File: config.mk
export PLATFORM = sky130hd
export DESIGN_NAME = mem_port_arbiter_flat
export DESIGN_NICKNAME = d
export VERILOG_FILES = /design/src/rtl/mem_port_arbiter_if.sv /design/src/rtl/mem_port_arbiter.sv /design/src/flat_wrapper.sv
export SDC_FILE = /design/constraint.sdc
export NUM_CORES = 1
export LEC_CHECK = 0
export ABC_AREA = 1
export CAP_MARGIN = 20
export CORE_UTILIZATION = 43
export DETAILED_ROUTE_END_ITERATION = 10
export PLACE_DENSITY = 0.85
export SLEW_MARGIN = 20
export SYNTH_ARGS = -nofsm -noshare
export SYNTH_HDL_FRONTEND = slang
export SYNTH_SLANG_ARGS = --single-unit
File: constraint.sdc
create_clock -name clk -period 10.5 [get_ports clk]
set_input_delay 3.15 -clock clk [delete_from_list [all_inputs] [get_ports clk]]
set_output_delay 3.15 -clock clk [all_outputs]
set_load 0.01 [all_outputs]
File: src/rtl/mem_port_arbiter_if.sv
// Request/response bundle used by both requester ports and the memory port.
// Latency: plain wires, no registers.
// Backpressure: requests are level-held until ack; the responder stalls by delaying ack.
interface mem_port_arbiter_if #(
   parameter int ADDR_W = 32,
   parameter int DATA_W = 32
);
   logic              re;
   logic              we;
   logic [ADDR_W-1:0] addr;
   logic [1:0]        len;
   logic [DATA_W-1:0] wdata;
   logic [DATA_W-1:0] rdata;
   logic              ack;

   // Request issuer: drives the command, receives data and completion.
   modport master (
      output re, we, addr, len, wdata,
      input  rdata, ack
   );

   // Request server: receives the command, returns data and completion.
   modport slave (
      input  re, we, addr, len, wdata,
      output rdata, ack
   );
endinterface

File: src/rtl/mem_port_arbiter.sv
// Shares one memory port between fetch (p0, read-only) and data access (p1, read/write); ARB_RR_EN selects round-robin.
// Latency: strobe one cycle after the request is seen; port ack one cycle after m_ack; next grant two cycles after that.
// Backpressure: requests are level-held until their ack; memory stalls the owner simply by withholding m_ack.
module mem_port_arbiter #(
   parameter int ADDR_W     = 32,
   parameter int DATA_W     = 32,
   parameter int STARVE_MAX = 4
) (
   input logic               clk,
   input logic               rst,
   mem_port_arbiter_if.slave  p0,
   mem_port_arbiter_if.slave  p1,
   mem_port_arbiter_if.master m
);

   typedef enum logic [1:0] {
      IDLE  = 2'd0,
      BUSY0 = 2'd1,
      BUSY1 = 2'd2,
      DONE  = 2'd3
   } state_t;

   state_t state;
   state_t state_nxt;

   // Registered memory-side command.
   logic              m_re;
   logic              m_we;
   logic [ADDR_W-1:0] m_addr;
   logic [1:0]        m_len;
   logic [DATA_W-1:0] m_wdata;

   // Registered requester-side responses.
   logic [DATA_W-1:0] p0_rdata;
   logic              p0_ack;
   logic [DATA_W-1:0] p1_rdata;
   logic              p1_ack;

   // Request decode. Port 1 with both re and we high is treated as a write.
   logic p0_pend;
   logic p1_pend;
   logic p1_wr;

   assign p0_pend = p0.re;
   assign p1_pend = p1.re | p1.we;
   assign p1_wr   = p1.we;

   // Fetch port is read-only; its write-side fields carry nothing.
   logic unused_p0;
   assign unused_p0 = ^{p0.we, p0.wdata};

   // One-cycle decisions produced by the FSM.
   logic grant0;
   logic grant1;
   logic mem_done;

   // Tie-break: does port 1 win when it is pending in IDLE?
   logic p1_wins;

`ifdef ARB_RR_EN
   // Port granted most recently: 0 = fetch, 1 = data.
   logic last_grant;

   assign p1_wins = !p0_pend || !last_grant;
`else
   localparam logic [2:0] STARVE_LIM = 3'(STARVE_MAX);

   // Consecutive data grants taken while fetch was waiting.
   logic [2:0] starve_cnt;

   assign p1_wins = !(p0_pend && (starve_cnt == STARVE_LIM));
`endif

   // State register; an asynchronous reset abandons any open transaction.
   always_ff @(posedge clk or posedge rst) begin
      if (rst) begin
         state <= IDLE;
      end else begin
         state <= state_nxt;
      end
   end

   // Next-state and grant/completion decisions; m_ack outside BUSY0/BUSY1 is ignored.
   always_comb begin
      state_nxt = state;
      grant0    = 1'b0;
      grant1    = 1'b0;
      mem_done  = 1'b0;
      case (state)
         IDLE: begin
            if (p1_pend && p1_wins) begin
               grant1    = 1'b1;
               state_nxt = BUSY1;
            end else if (p0_pend) begin
               grant0    = 1'b1;
               state_nxt = BUSY0;
            end
         end
         BUSY0, BUSY1: begin
            if (m.ack) begin
               mem_done  = 1'b1;
               state_nxt = DONE;
            end
         end
         DONE: begin
            // The ack cycle: requesters drop their request here, so no grant yet.
            state_nxt = IDLE;
         end
         default: begin
            state_nxt = IDLE;
         end
      endcase
   end

   // Memory command: latch the winner on grant, hold it stable, drop the strobe on completion.
   always_ff @(posedge clk or posedge rst) begin
      if (rst) begin
         m_re    <= 1'b0;
         m_we    <= 1'b0;
         m_addr  <= '0;
         m_len   <= 2'd0;
         m_wdata <= '0;
      end else if (grant0) begin
         m_re    <= 1'b1;
         m_we    <= 1'b0;
         m_addr  <= p0.addr;
         m_len   <= p0.len;
         m_wdata <= '0;
      end else if (grant1) begin
         m_re    <= !p1_wr;
         m_we    <= p1_wr;
         m_addr  <= p1.addr;
         m_len   <= p1.len;
         m_wdata <= p1.wdata;
      end else if (mem_done) begin
         m_re    <= 1'b0;
         m_we    <= 1'b0;
      end
   end

   // Completion: one-cycle ack to the owner, read data captured; stores leave p1_rdata alone.
   always_ff @(posedge clk or posedge rst) begin
      if (rst) begin
         p0_ack   <= 1'b0;
         p1_ack   <= 1'b0;
         p0_rdata <= '0;
         p1_rdata <= '0;
      end else begin
         p0_ack <= 1'b0;
         p1_ack <= 1'b0;
         if (mem_done) begin
            if (state == BUSY0) begin
               p0_ack   <= 1'b1;
               p0_rdata <= m.rdata;
            end else begin
               p1_ack <= 1'b1;
               if (!m_we) begin
                  p1_rdata <= m.rdata;
               end
            end
         end
      end
   end

`ifdef ARB_RR_EN
   // Remember who won last so the other port takes the next tie.
   always_ff @(posedge clk or posedge rst) begin
      if (rst) begin
         last_grant <= 1'b0;
      end else if (grant0) begin
         last_grant <= 1'b0;
      end else if (grant1) begin
         last_grant <= 1'b1;
      end
   end
`else
   // Starvation guard: count data grants that bypassed a waiting fetch, saturating at the limit.
   always_ff @(posedge clk or posedge rst) begin
      if (rst) begin
         starve_cnt <= 3'd0;
      end else if (grant0) begin
         starve_cnt <= 3'd0;
      end else if (grant1) begin
         if (!p0_pend) begin
            starve_cnt <= 3'd0;
         end else if (starve_cnt < STARVE_LIM) begin
            starve_cnt <= starve_cnt + 3'd1;
         end
      end
   end
`endif

   assign m.re     = m_re;
   assign m.we     = m_we;
   assign m.addr   = m_addr;
   assign m.len    = m_len;
   assign m.wdata  = m_wdata;

   assign p0.rdata = p0_rdata;
   assign p0.ack   = p0_ack;
   assign p1.rdata = p1_rdata;
   assign p1.ack   = p1_ack;

endmodule

File: src/flat_wrapper.sv
// flat-port wrapper written by rule: the top's interface ports become plain ports
module mem_port_arbiter_flat 
#(
   parameter int ADDR_W     = 32,
   parameter int DATA_W     = 32,
   parameter int STARVE_MAX = 4
)
  (clk, rst, p0_re, p0_we, p0_addr, p0_len, p0_wdata, p0_rdata, p0_ack, p1_re, p1_we, p1_addr, p1_len, p1_wdata, p1_rdata, p1_ack, m_re, m_we, m_addr, m_len, m_wdata, m_rdata, m_ack);
  mem_port_arbiter_if #(.ADDR_W(ADDR_W), .DATA_W(DATA_W)) p0_i ();
  mem_port_arbiter_if #(.ADDR_W(ADDR_W), .DATA_W(DATA_W)) p1_i ();
  mem_port_arbiter_if #(.ADDR_W(ADDR_W), .DATA_W(DATA_W)) m_i ();
  input logic clk;
  input logic rst;
  input wire logic [$bits(p0_i.re)-1:0] p0_re;
  input wire logic [$bits(p0_i.we)-1:0] p0_we;
  input wire logic [$bits(p0_i.addr)-1:0] p0_addr;
  input wire logic [$bits(p0_i.len)-1:0] p0_len;
  input wire logic [$bits(p0_i.wdata)-1:0] p0_wdata;
  output wire logic [$bits(p0_i.rdata)-1:0] p0_rdata;
  output wire logic [$bits(p0_i.ack)-1:0] p0_ack;
  input wire logic [$bits(p1_i.re)-1:0] p1_re;
  input wire logic [$bits(p1_i.we)-1:0] p1_we;
  input wire logic [$bits(p1_i.addr)-1:0] p1_addr;
  input wire logic [$bits(p1_i.len)-1:0] p1_len;
  input wire logic [$bits(p1_i.wdata)-1:0] p1_wdata;
  output wire logic [$bits(p1_i.rdata)-1:0] p1_rdata;
  output wire logic [$bits(p1_i.ack)-1:0] p1_ack;
  output wire logic [$bits(m_i.re)-1:0] m_re;
  output wire logic [$bits(m_i.we)-1:0] m_we;
  output wire logic [$bits(m_i.addr)-1:0] m_addr;
  output wire logic [$bits(m_i.len)-1:0] m_len;
  output wire logic [$bits(m_i.wdata)-1:0] m_wdata;
  input wire logic [$bits(m_i.rdata)-1:0] m_rdata;
  input wire logic [$bits(m_i.ack)-1:0] m_ack;
  assign p0_i.re = p0_re;
  assign p0_i.we = p0_we;
  assign p0_i.addr = p0_addr;
  assign p0_i.len = p0_len;
  assign p0_i.wdata = p0_wdata;
  assign p0_rdata = p0_i.rdata;
  assign p0_ack = p0_i.ack;
  assign p1_i.re = p1_re;
  assign p1_i.we = p1_we;
  assign p1_i.addr = p1_addr;
  assign p1_i.len = p1_len;
  assign p1_i.wdata = p1_wdata;
  assign p1_rdata = p1_i.rdata;
  assign p1_ack = p1_i.ack;
  assign m_re = m_i.re;
  assign m_we = m_i.we;
  assign m_addr = m_i.addr;
  assign m_len = m_i.len;
  assign m_wdata = m_i.wdata;
  assign m_i.rdata = m_rdata;
  assign m_i.ack = m_ack;
  mem_port_arbiter #(.ADDR_W(ADDR_W), .DATA_W(DATA_W), .STARVE_MAX(STARVE_MAX)) u_core (.clk(clk), .rst(rst), .p0(p0_i), .p1(p1_i), .m(m_i));
endmodule
==> run_results.csv <==
group,metric,value,unit
clocking,cts_tree,"built",
sta,maxSlewViolCount,0,
synthesis,synth.distinct_cells,19,
cells_and_area,layout_commonest_cell,"nand2_1",
pwr,p_switching,0.973,mW
pwr,p_clk_share,23.8,%
worst_setup_path,worstPathArrival,5380,ps
cells_and_area,finalNonFillerCells,1157,
synthesis,synth_area,6020,um2
synthesis,syn-num-nets,887,
clocking,cts-buffers-inserted,17,
synthesis,synth_cells,711,
pwr,p_seq_share,32.8,%
detailed_routing,drcViolationCount,0,
worst_setup_path,cp_max_fo,39,
clocking,clock-sinks,139,
cells_and_area,area_growth,57.6,%
worst_setup_path,crit_type,"input pin to flop",
pwr,p_sw_share,35.0,%
global_routing,antenna_found_initial,0,
pwr,p_comb_share,43.4,%
global_routing,grtUsageTotal,24.0,%
pwr,cellInternalPower,1.81,mW
cells_and_area,fin_nets,1145,
clocking,clockBufferDepth,2,
cells_and_area,fill_cells,1017,
floorplanning,dieArea,14500,um2
sta,fmax,196,MHz
detailed_routing,first_pass_iters,4,
placed_design,portBuffers,271,
detailed_routing,wire_per_inst,14.5,um
detailed_routing,ant_nets,0,
synthesis,synth.avg_cell_area,8.47,um2
sta,finalSetupTns,0,ps
floorplanning,die_h,120,um
global_routing,gr-total-overflow,0,
synthesis,ys_seq_area_share,57.7,%
clocking,h-tree-depth,4,
global_routing,grt_pass1_vias,5470,
floorplanning,fp.dieW,120,um
sta,slew_headroom,30.9,%
placed_design,dp_worst_setup_slack,4990,ps
run_status,status,"complete, no violations",
floorplanning,core_area,13500,um2
cells_and_area,diodes,0,
detailed_routing,drt_iter0_markers,335,
flow_run,maxCapViolations,0,
clocking,cts_hold_buf,0,
cells_and_area,register_area,3480,um2
sta,holdWs,467,ps
sta,setup_viol,0,
placed_design,gp_congestion,0.754,
global_routing,grt_max_degree,82,
clocking,cts_resized,0,
synthesis,ys_warn_count,0,
sta,hold_viol_final,0,
sta,min_period,5090,ps
detailed_routing,postRouteWirelength,16800,um
floorplanning,start_util,44.8,%
synthesis,synth-seq-cells,139,
placed_design,hpwlAfterDp,11300,um
worst_setup_path,cp-end-kind,"flop",
clocking,cts-root-buf,"clkbuf_16",
cells_and_area,multi_input_area,2010,um2
clocking,post-cts-setup-buffer-count,0,
pwr,leakage,4.74,nW
detailed_routing,vias,5538,
global_routing,grt_pass1_wl,26800,um
pwr,p_per_area,293,nW/um2
worst_setup_path,startpoint_type,"input pin",
sta,fin_ws,5410,ps
sta,fin_skew,10.2,ps
cells_and_area,drive_gt1_share,4.49,%
floorplanning,row_count,42,
floorplanning,io_pins,305,
worst_setup_path,required,10790,ps
sta,rsz0062_at_grt,"no",
min_path,hold_path.class,"flop to flop",
sta,post-route-period-util,48.5,%
cells_and_area,mostFrequentLayoutCells,"nand2_1, clkdlybuf4s50_1, dfrtp_1, inv_1, o21ai_0",
detailed_routing,via_per_inst,4.79,
pwr,worst_ir_drop_vdd,0.000143,V
clocking,clkLatencyLatePin,410,ps
sta,worstMarginPinSlew,1030,ps
clocking,clkTransAtPathRegs,60,ps
placed_design,place_inst,1124,
[sequential cells by signal, indices dropped and copies added (netlist names)]
register,cells
u_core.m.addr,32
u_core.m.len,2
u_core.m.re,1
u_core.m.wdata,32
u_core.m.we,1
u_core.p0.ack,1
u_core.p0.rdata,32
u_core.p1.ack,1
u_core.p1.rdata,32
u_core.starve_cnt,3
u_core.state,2
[per-stage QoR]
stage	area [um2]	utilization, %	total power [mW]
floorplan	6020	-	1.48
global placement	8780	65.3	2.07
detailed placement	8780	65.3	2.11
CTS	9430	70.1	2.79
global route	9490	70.6	2.97
finish	9490	70.6	2.78
[worst paths after layout]
kind,startpoint,endpoint,slack [ps],cells after the start
min in group asynchronous,rst,u_core.m.wdata[11],3170,2
hold / removal,u_core.m.wdata[31],u_core.m.wdata[31],470,2
hold reg to reg,u_core.m.wdata[31],u_core.m.wdata[31],470,2
setup reg to reg,u_core.state[1],u_core.starve_cnt[2],8060,9
setup / recovery,p0_re,u_core.starve_cnt[2],5410,8
max in group asynchronous,rst,u_core.p0.rdata[31],6260,4
[power groups by stage]
stage / Combinational [mW] / Clock, mW / Sequential (mW)
finish: 1.21 / 0.662 / 0.913
global route: 1.33 / 0.698 / 0.940
CTS: 1.21 / 0.671 / 0.912
detailed placement: 1.19 / 0 / 0.913
global placement: 1.16 / 0 / 0.904
floorplan: 0.457 / 0 / 1.02
[metal layers]
layer,wire length [um],track usage [%]
met1,6760,27.9
met2,8310,40.8
met3,1400,8.35
met4,335,8.87
met5,0,0
[cell type report]
| type | count | area share (%) |
|---|---|---|
| flip-flops and latches | 139 | 36.6 |
| repair buffers | 276 | 29.4 |
| well taps | 176 | 2.32 |
| clock buffers | 18 | 4.63 |
| clock inverters | 13 | 2.25 |
| multi-input cells | 447 | 21.2 |
| inverters | 88 | 3.53 |
[kinds of logic after synthesis]
kind of cell / after synthesis / synth area share [%]
simple gates: 374 / 26.6
fa+ha+maj: 5 / 1.04
compound gates: 68 / 5.65
flops: 139 / 57.7
buf+inv: 125 / 8.97
[cell usage after synthesis]
cell | number | area (um2)
a21oi_1 | 1 | 5.00
buf_2 | 15 | 75.1
buf_4 | 4 | 30.0
buf_6 | 5 | 56.3
clkbuf_1 | 13 | 48.8
clkinv_1 | 1 | 3.75
dfrtp_1 | 139 | 3480
ha_1 | 5 | 62.6
inv_1 | 85 | 319
inv_2 | 2 | 7.51
nand2_1 | 291 | 1090
nand2_2 | 1 | 6.26
nand2_4 | 1 | 11.3
nand3_1 | 37 | 185
nand3_2 | 1 | 10.0
nand3b_1 | 34 | 255
nand4_1 | 3 | 18.8
nor2_1 | 6 | 22.5
o21ai_0 | 67 | 335
[critical path, cell delays in order]
cell and delay [ps]:
clkdlybuf4s50_1 590, nand2_1 160, inv_2 470, nand2_2 580
nand2_1 190, nand2_1 100, nand2_1 80, nand2_1 50
Power figures use the tool's default switching activity.
